### src/rtl/token_decoder_pkg.sv
// token_decoder_pkg
//   Shared definitions for the token decoder (and the matching encoder):
//   FSM state encoding, default RAM geometry and the end-of-stream token.
//   No ports.
package token_decoder_pkg;

    localparam int DEF_ADDR_WIDTH = 4;
    localparam int DEF_DATA_WIDTH = 8;

    // Wide all-ones source; the top truncates it to DATA_WIDTH to form TERM.
    localparam logic [63:0] TERM_ALL_ONES = '1;

    typedef enum logic [2:0] {
        IDLE    = 3'd0,
        TOK_RD  = 3'd1,
        TOK_CHK = 3'd2,
        CH_RD   = 3'd3,
        CH_CHK  = 3'd4,
        DONE    = 3'd5
    } decoder_state;

endpackage

### src/rtl/token_decoder.sv
// token_decoder
//   Expands a stream of token IDs (vocabulary start addresses) back into
//   text: each token's zero-terminated word is copied from the vocabulary
//   RAM into the output RAM, followed by a single 0 separator.
//
//   state   | meaning
//   --------+------------------------------------------------------------
//   IDLE    | waiting for cs; busy low
//   TOK_RD  | token RAM read in flight
//   TOK_CHK | token valid: TERM ends the stream, else point voc_addr at it
//   CH_RD   | vocabulary RAM read in flight
//   CH_CHK  | character valid: copy it, or write separator and next token
//   DONE    | one-cycle done pulse
//
// Ports:
//   clk, rst_n             clock, asynchronous active-low reset
//   cs                     start request (sampled in IDLE only)
//   tok_addr / tok_dout    token RAM read port (1-cycle read latency)
//   voc_addr / voc_dout    vocabulary RAM read port (1-cycle read latency)
//   out_addr/out_din/out_we output RAM write port (registered)
//   busy, done             status; done is a one-cycle pulse
//   overflow               sticky until next cs: output RAM full
//   out_count              writes performed, saturates at 2^ADDR_WIDTH
module token_decoder
    import token_decoder_pkg::*;
#(
    parameter int ADDR_WIDTH = DEF_ADDR_WIDTH,
    parameter int DATA_WIDTH = DEF_DATA_WIDTH,
    parameter logic [DATA_WIDTH-1:0] TERM = DATA_WIDTH'(TERM_ALL_ONES)
) (
    input  logic                  clk,
    input  logic                  rst_n,
    input  logic                  cs,
    output logic [ADDR_WIDTH-1:0] tok_addr,
    input  logic [DATA_WIDTH-1:0] tok_dout,
    output logic [ADDR_WIDTH-1:0] voc_addr,
    input  logic [DATA_WIDTH-1:0] voc_dout,
    output logic [ADDR_WIDTH-1:0] out_addr,
    output logic [DATA_WIDTH-1:0] out_din,
    output logic                  out_we,
    output logic                  busy,
    output logic                  done,
    output logic                  overflow,
    output logic [ADDR_WIDTH:0]   out_count
);

    localparam logic [ADDR_WIDTH:0] OUT_FULL = {1'b1, {ADDR_WIDTH{1'b0}}};

    decoder_state state, state_nxt;

    logic [ADDR_WIDTH-1:0] wr_ptr;
    // Set after copying the character at the last vocabulary address; the
    // next CH_CHK then behaves as if a terminator had been read, so the word
    // ends at the boundary instead of wrapping voc_addr.
    logic                  voc_end;

    logic is_term, full, ch_zero, tok_last, voc_last;

    assign is_term  = (tok_dout == TERM);
    assign full     = (out_count == OUT_FULL);
    assign ch_zero  = voc_end || (voc_dout == '0);
    assign tok_last = (tok_addr == '1);
    assign voc_last = (voc_addr == '1);

    always_ff @(posedge clk or negedge rst_n) begin
        if (!rst_n) state <= IDLE;
        else        state <= state_nxt;
    end

    always_comb begin
        state_nxt = state;
        unique case (state)
            IDLE:    if (cs) state_nxt = TOK_RD;
            TOK_RD:  state_nxt = TOK_CHK;
            TOK_CHK: state_nxt = is_term ? DONE : CH_RD;
            CH_RD:   state_nxt = CH_CHK;
            CH_CHK: begin
                if (full)          state_nxt = DONE;
                else if (!ch_zero) state_nxt = CH_RD;
                else if (tok_last) state_nxt = DONE;
                else               state_nxt = TOK_RD;
            end
            DONE:    state_nxt = IDLE;
            default: state_nxt = IDLE;
        endcase
    end

    always_comb begin
        busy = (state != IDLE);
        done = (state == DONE);
    end

    always_ff @(posedge clk or negedge rst_n) begin
        if (!rst_n) begin
            tok_addr  <= '0;
            voc_addr  <= '0;
            out_addr  <= '0;
            out_din   <= '0;
            out_we    <= 1'b0;
            overflow  <= 1'b0;
            out_count <= '0;
            wr_ptr    <= '0;
            voc_end   <= 1'b0;
        end else begin
            out_we <= 1'b0;
            unique case (state)
                IDLE: begin
                    if (cs) begin
                        tok_addr  <= '0;
                        voc_addr  <= '0;
                        wr_ptr    <= '0;
                        out_count <= '0;
                        overflow  <= 1'b0;
                        voc_end   <= 1'b0;
                    end
                end
                TOK_CHK: begin
                    if (!is_term) begin
                        voc_addr <= tok_dout[ADDR_WIDTH-1:0];
                        voc_end  <= 1'b0;
                    end
                end
                CH_CHK: begin
                    if (full) begin
                        // Write suppressed; out_count is already saturated.
                        overflow <= 1'b1;
                    end else begin
                        out_we    <= 1'b1;
                        out_addr  <= wr_ptr;
                        wr_ptr    <= wr_ptr + 1'b1;
                        out_count <= out_count + 1'b1;
                        if (ch_zero) begin
                            out_din <= '0;
                            voc_end <= 1'b0;
                            if (!tok_last) tok_addr <= tok_addr + 1'b1;
                        end else begin
                            out_din <= voc_dout;
                            if (voc_last) voc_end  <= 1'b1;
                            else          voc_addr <= voc_addr + 1'b1;
                        end
                    end
                end
                default: ;
            endcase
        end
    end

endmodule

### config.mk
export PLATFORM = sky130hd
export DESIGN_NAME = token_decoder
export DESIGN_NICKNAME = d
export VERILOG_FILES = /design/src/rtl/token_decoder_pkg.sv /design/src/rtl/token_decoder.sv
export SDC_FILE = /design/constraint.sdc
export NUM_CORES = 1
export LEC_CHECK = 0
export BUFFER_PORTS_ARGS = -buffer_cell sky130_fd_sc_hd__buf_2
export CAP_MARGIN = 10
export CORE_MARGIN = 2
export CORE_UTILIZATION = 55
export CTS_BUF_LIST = sky130_fd_sc_hd__clkbuf_4 sky130_fd_sc_hd__clkbuf_8
export DETAILED_ROUTE_END_ITERATION = 16
export PLACE_DENSITY = 0.94
export REMOVE_ABC_BUFFERS = 1
export SETUP_SLACK_MARGIN = 0.4
export SYNTH_ARGS = -nofsm -noshare
export SYNTH_HDL_FRONTEND = slang
export SYNTH_SLANG_ARGS = --single-unit
### constraint.sdc
create_clock -name clk -period 5.6 [get_ports clk]
set_input_delay 0.56 -clock clk [delete_from_list [all_inputs] [get_ports clk]]
set_output_delay 0.56 -clock clk [all_outputs]
set_load 0.1 [all_outputs]
Word level (Yosys, flattened, before mapping):

Index checks and enable logic that the tools add are counted.

* $add $sub $neg: 4
* equal/unequal tests: 18
* mux-type cells: 32
* bitwise gates (word level): 1
* reduce and logical (&&, ||, !) cells: 12

Operators by type and width (count)
* two-way mux 4 bit: 9
* inequality test 2 bit, second input constant: 8
* one-hot mux 4 bit (2 select lines): 2
* two-way mux 3 bit: 5
* one-hot mux 3 bit (5 select lines): 1
* adder 4 x 1 -> 4 bit, second input constant: 3
* one-hot mux 4 bit (3 select lines): 1
* two-way mux 5 bit: 2
* one-hot mux 5 bit (2 select lines): 1
* AND reduction 5 bit: 2
* equality test 4 bit, second input constant: 2
* equality test 8 bit, second input constant: 1
* logical NOT 8 bit: 1
* two-way mux 1 bit: 8
* two-way mux 8 bit: 1
* equality test 3 x 2 -> 1 bit, second input constant: 2
* equality test 3 bit, second input constant: 2
* AND reduction 3 bit: 2
* AND reduction 6 bit: 1
* nonzero test 3 bit: 2
* adder 5 x 1 -> 5 bit, second input constant: 1
* equality test 5 bit, second input constant: 1
* equality test 3 x 1 -> 1 bit, second input constant: 1
* logical NOT 3 bit: 1
* other kinds (7): 7

* register bits: 35
* input bits: 19
* logic and storage cells: 77

Longest topological paths before layout:

* depth in word-level cells: 5
* mapped depth: 8

Worst setup path after synthesis:

No wires, ideal clock.

* path kind: reg-to-output
* start point: reg state[0]
* end point: out done
* arrival: 2.865 ns
* path slack: 2.175 ns
* cell stages (with the launch flop): 3
* path buffers: 1
* cell sequence: dfrtp_1 > clkbuf_1 > nor3b_1

* longest elaborated chain between the ends: 1

Ends and longest elaborated chain
* start: declaration: line token_decoder.sv:49 `decoder_state state, state_nxt;`
* start signal: assignment: line token_decoder.sv:67 `else state <= state_nxt;`
* equality test 3 bit: line token_decoder.sv:90 `done = (state == DONE);`
* end: declaration: line token_decoder.sv:42 `output logic done,`

No other way between the ends.

Final worst setup path:

* start point: reg out_count[0]
* end point: reg out_count[1]

* longest elaborated chain between the ends: 3
* elaborated cells between the ends (all ways): 6
* those cells by class: add/sub (1); eq/ne (2); mux (2); reduce/logical (1)

Ends and longest elaborated chain
* start: declaration: line token_decoder.sv:44 `output logic [ADDR_WIDTH:0] out_count`
* start signal: assignment: line token_decoder.sv:131 `out_count <= out_count + 1'b1;`
* adder 5 x 1 -> 5 bit / equality test 5 bit (equally long branches): line token_decoder.sv:131, token_decoder.sv:60
* two-way mux 5 bit / inequality test 2 bit (equally long branches)
* one-hot mux 5 bit (2 select lines) / AND reduction 3 bit (equally long branches)

Several ways; a longest one is shown, not always the timed one. The select of a mux whose other input is x is not followed.
A chain may end at the register's enable or synchronous reset.

==> results.tsv <==
stage	metric	value	unit
place	pre-CTS setup slack	3.154	ns
clock_network	clk buf depth	2	
floorplanning	Die Y	60.94	um
clock_network	cts hold-fix bufs	0	
global_routing	total global routing overflow	0	
synthesis	Synth top cells by count	dfrtp_1 (35), nand2_1 (18), o21ai_0 (16)	
worst_setup_path	CP endpoint kind	flop	
synthesis	ys flop type	dfrtp_1	
floorplanning	core area	3078	um^2
drt	DR WL/cell	14.77	um
worst_setup_path	count of buffer and inverter cells on the critical path	2	
clock_network	H-tree depth	2	
clock_network	Worst-path clk slew	0.12	ns
layout	post-route cell area	2138	um^2
floorplanning	Die X-Extent	60.94	um
clock_network	Num CTS Buffers	5	
floorplanning	I/O Pins	48	
worst_setup_path	CP Data Arrival Time	2.77	ns
synthesis	Post-Syn Instances	180	
global_routing	Total GRT Usage	0.2375	
drt	Detailed Route WL	3.988	mm
layout	final net count	249	
drt	DRT antenna net count	0	
sta	f_max	0.3980	GHz
synthesis	post-synthesis sequential area ratio	0.4912	
sta	final period utilization	0.4487	
worst_setup_path	CP startpoint kind	flop	
worst_setup_path	CP Cell Sequence	inv_1, ha_1, nor4bb_1, nand2b_1, inv_1, a22o_1	
worst_setup_path	Slowest cell on crit path	nand2b_1	
place	DP HPWL	2.814	mm
drt	initial DRC count	71	
synthesis	Post-synth ARST share	1.000	
outcome	status	completed	
worst_hold_path	Hold WC Path Type	input port to async pin	
layout	ANT cells	0	
clock_network	CTS tree	done	
drt	DRC Markers	0	
global_routing	initial antenna violation count	0	
synthesis	Post-Syn Area	1783	um^2
floorplanning	Initial Utilization	0.5793	
synthesis	Avg Inst Size Synth	9.905	um^2
worst_setup_path	WS Path Type	flop to flop	
floorplanning	# rows	20	
synthesis	leading area contributor after synthesis	dfrtp_1	
layout	area grow syn2layout	19.93	%
synthesis	synth top area cells	dfrtp_1 (49%), mux2_2 (5.1%), o21ai_0 (4.5%), nand2_1 (3.8%), ha_1 (3.5%)	
worst_setup_path	internal reg-to-reg setup slack	3.09	ns
sta	setup TNS	0	ns
synthesis	Synth Warn #	0	
global_routing	vias in the first global route	1451	
drt	drt pass-1 iters	6	
sta	final setup vio count	0	
place	placed cell areas	2033	um^2
synthesis	top-area cell type share of the netlist area	0.4912	
sta	final worst slack	3.087	ns
worst_setup_path	slowest stage delay, CP	0.73	ns
synthesis	most frequent cell after synthesis	dfrtp_1	
global_routing	global-route wire length before repair	6.320	mm
synthesis	FF+latch count, synth	35	
clock_network	clock sinks	35	
clock_network	Clock Root Buffer	clkbuf_4	
worst_setup_path	CP required	5.85	ns
drt	routed vias	1547	
sta	worst relative slew slack	0.4513	
global_routing	largest net degree at the start of global routing	36	
sta	RSZ-0062 raised after global routing	false	
clock_network	Setup Buffers After CTS	0	
sta	fin crit period	2.513	ns
sta	Max Slew Vio Count	0	
worst_setup_path	CP dominant cell by count	inv_1	
synthesis	Synth cell types	41	
floorplanning	die area	3713	um^2
flow_run	max cap viols	0	
sta	Worst-Margin Slew	0.8231	ns
sta	Fin. Hold Viols	0	
place	port buffer count	47	
sta	skew final	0.01140	ns
drt	post-DR vias/cell	5.730	
layout	layout cells sized above 1	0.2876	
place	GP Congestion	0.8731	
clock_network	clk_lat worst skew	0.35	ns
clock_network	Post-CTS Resized	0	
worst_setup_path	crit path max fanout	24	
synthesis	Post-synth EDFFs	0	
worst_setup_path	delay-heaviest family, CP	simple AND/OR/NAND/NOR gates	
layout by cell type, fill, tap and decap left out, drive strengths merged, types with 2 or more instances in the layout:
cell type / instances
buf: 47
dfrtp: 35
nand2: 18
o21ai: 16
nor2: 12
nand2b: 10
a21oi: 9
inv: 8
mux2: 8
nand3: 6
ha: 5
clkbuf: 5
nor3b: 3
or3: 3
nor4: 3
xor2: 3
nor2b: 3
and4: 2
a21o: 2
o31ai: 2
nand4bb: 2
a22o: 2
a22oi: 2
bufinv: 2
or4b: 2
worst register-to-register path, delay by kind of cell, from the launching register on:
family          cells  cell delay (ns)
fa+ha+maj           1             0.13
simple gates        2             1.29
buf+inv             2             0.27
compound gates      1             0.28
flops               1             0.45
worst paths after layout:
check / end / start / cells after the start
setup / recovery: out_count[1]$_DFFE_PN0P_ / out_count[0]$_DFFE_PN0P_ / 6
hold / removal: out_count[0]$_DFFE_PN0P_ / rst_n / 1
setup reg to reg: out_count[1]$_DFFE_PN0P_ / out_count[0]$_DFFE_PN0P_ / 6
hold reg to reg: out_din[2]$_DFFE_PN0P_ / out_din[2]$_DFFE_PN0P_ / 2
max in group asynchronous: voc_addr[1]$_DFFE_PN0P_ / rst_n / 1
min in group clk: out_din[6]$_DFFE_PN0P_ / voc_dout[6] / 3
final cells by class:
| class | count | area [um^2] |
|---|---|---|
| fill | 246 | 939.7 |
| sequential | 35 | 875.8 |
| multi-input combinational | 128 | 837.1 |
| timing repair buffer | 47 | 235.2 |
| clock inverter | 3 | 67.56 |
| tap | 44 | 55.05 |
| clock buffer | 5 | 37.54 |
| inverter | 8 | 30.03 |
logic make-up after synthesis:
family / after synthesis / synth area share
buf+inv: 17 / 0.03930
simple gates: 68 / 0.2098
compound gates: 43 / 0.1537
xor+xnor: 3 / 0.01474
fa+ha+maj: 5 / 0.03509
mux: 9 / 0.05614
flops: 35 / 0.4912
metal layers:
| layer | wire, um | share of wire | vias up | GRT usage |
|---|---|---|---|---|
| met4 | 101 | 0.025 | 0 | 0.1273 |
| met1 | 1626 | 0.41 | 728 | 0.2830 |
| li1 | - | - | 735 | - |
| met5 | 0 | 0 | - | 0 |
| met3 | 314 | 0.079 | 14 | 0.04691 |
| met2 | 1945 | 0.49 | 70 | 0.4040 |
registers in the layout, indices dropped and copies added, names as in the netlist:
| register | count |
|---|---|
| out_din | 8 |
| out_count | 5 |
| out_addr | 4 |
| tok_addr | 4 |
| voc_addr | 4 |
| wr_ptr | 4 |
| state | 3 |
| out_we | 1 |
| overflow | 1 |
| voc_end | 1 |
metrics by stage:
stage / hold slack, ns / util / std cells
CTS: 0.2838 / 0.6947 / 270
global placement: 0.4579 / 0.6606 / 262
finish: 0.2577 / 0.6947 / 270
global route: 0.3184 / 0.6947 / 270
floorplan: 0.2644 / - / 171
detailed placement: 0.4657 / 0.6606 / 262
Power is not shown: default switching activity piles up to over one toggle a cycle in this logic, so the estimate is an artifact.
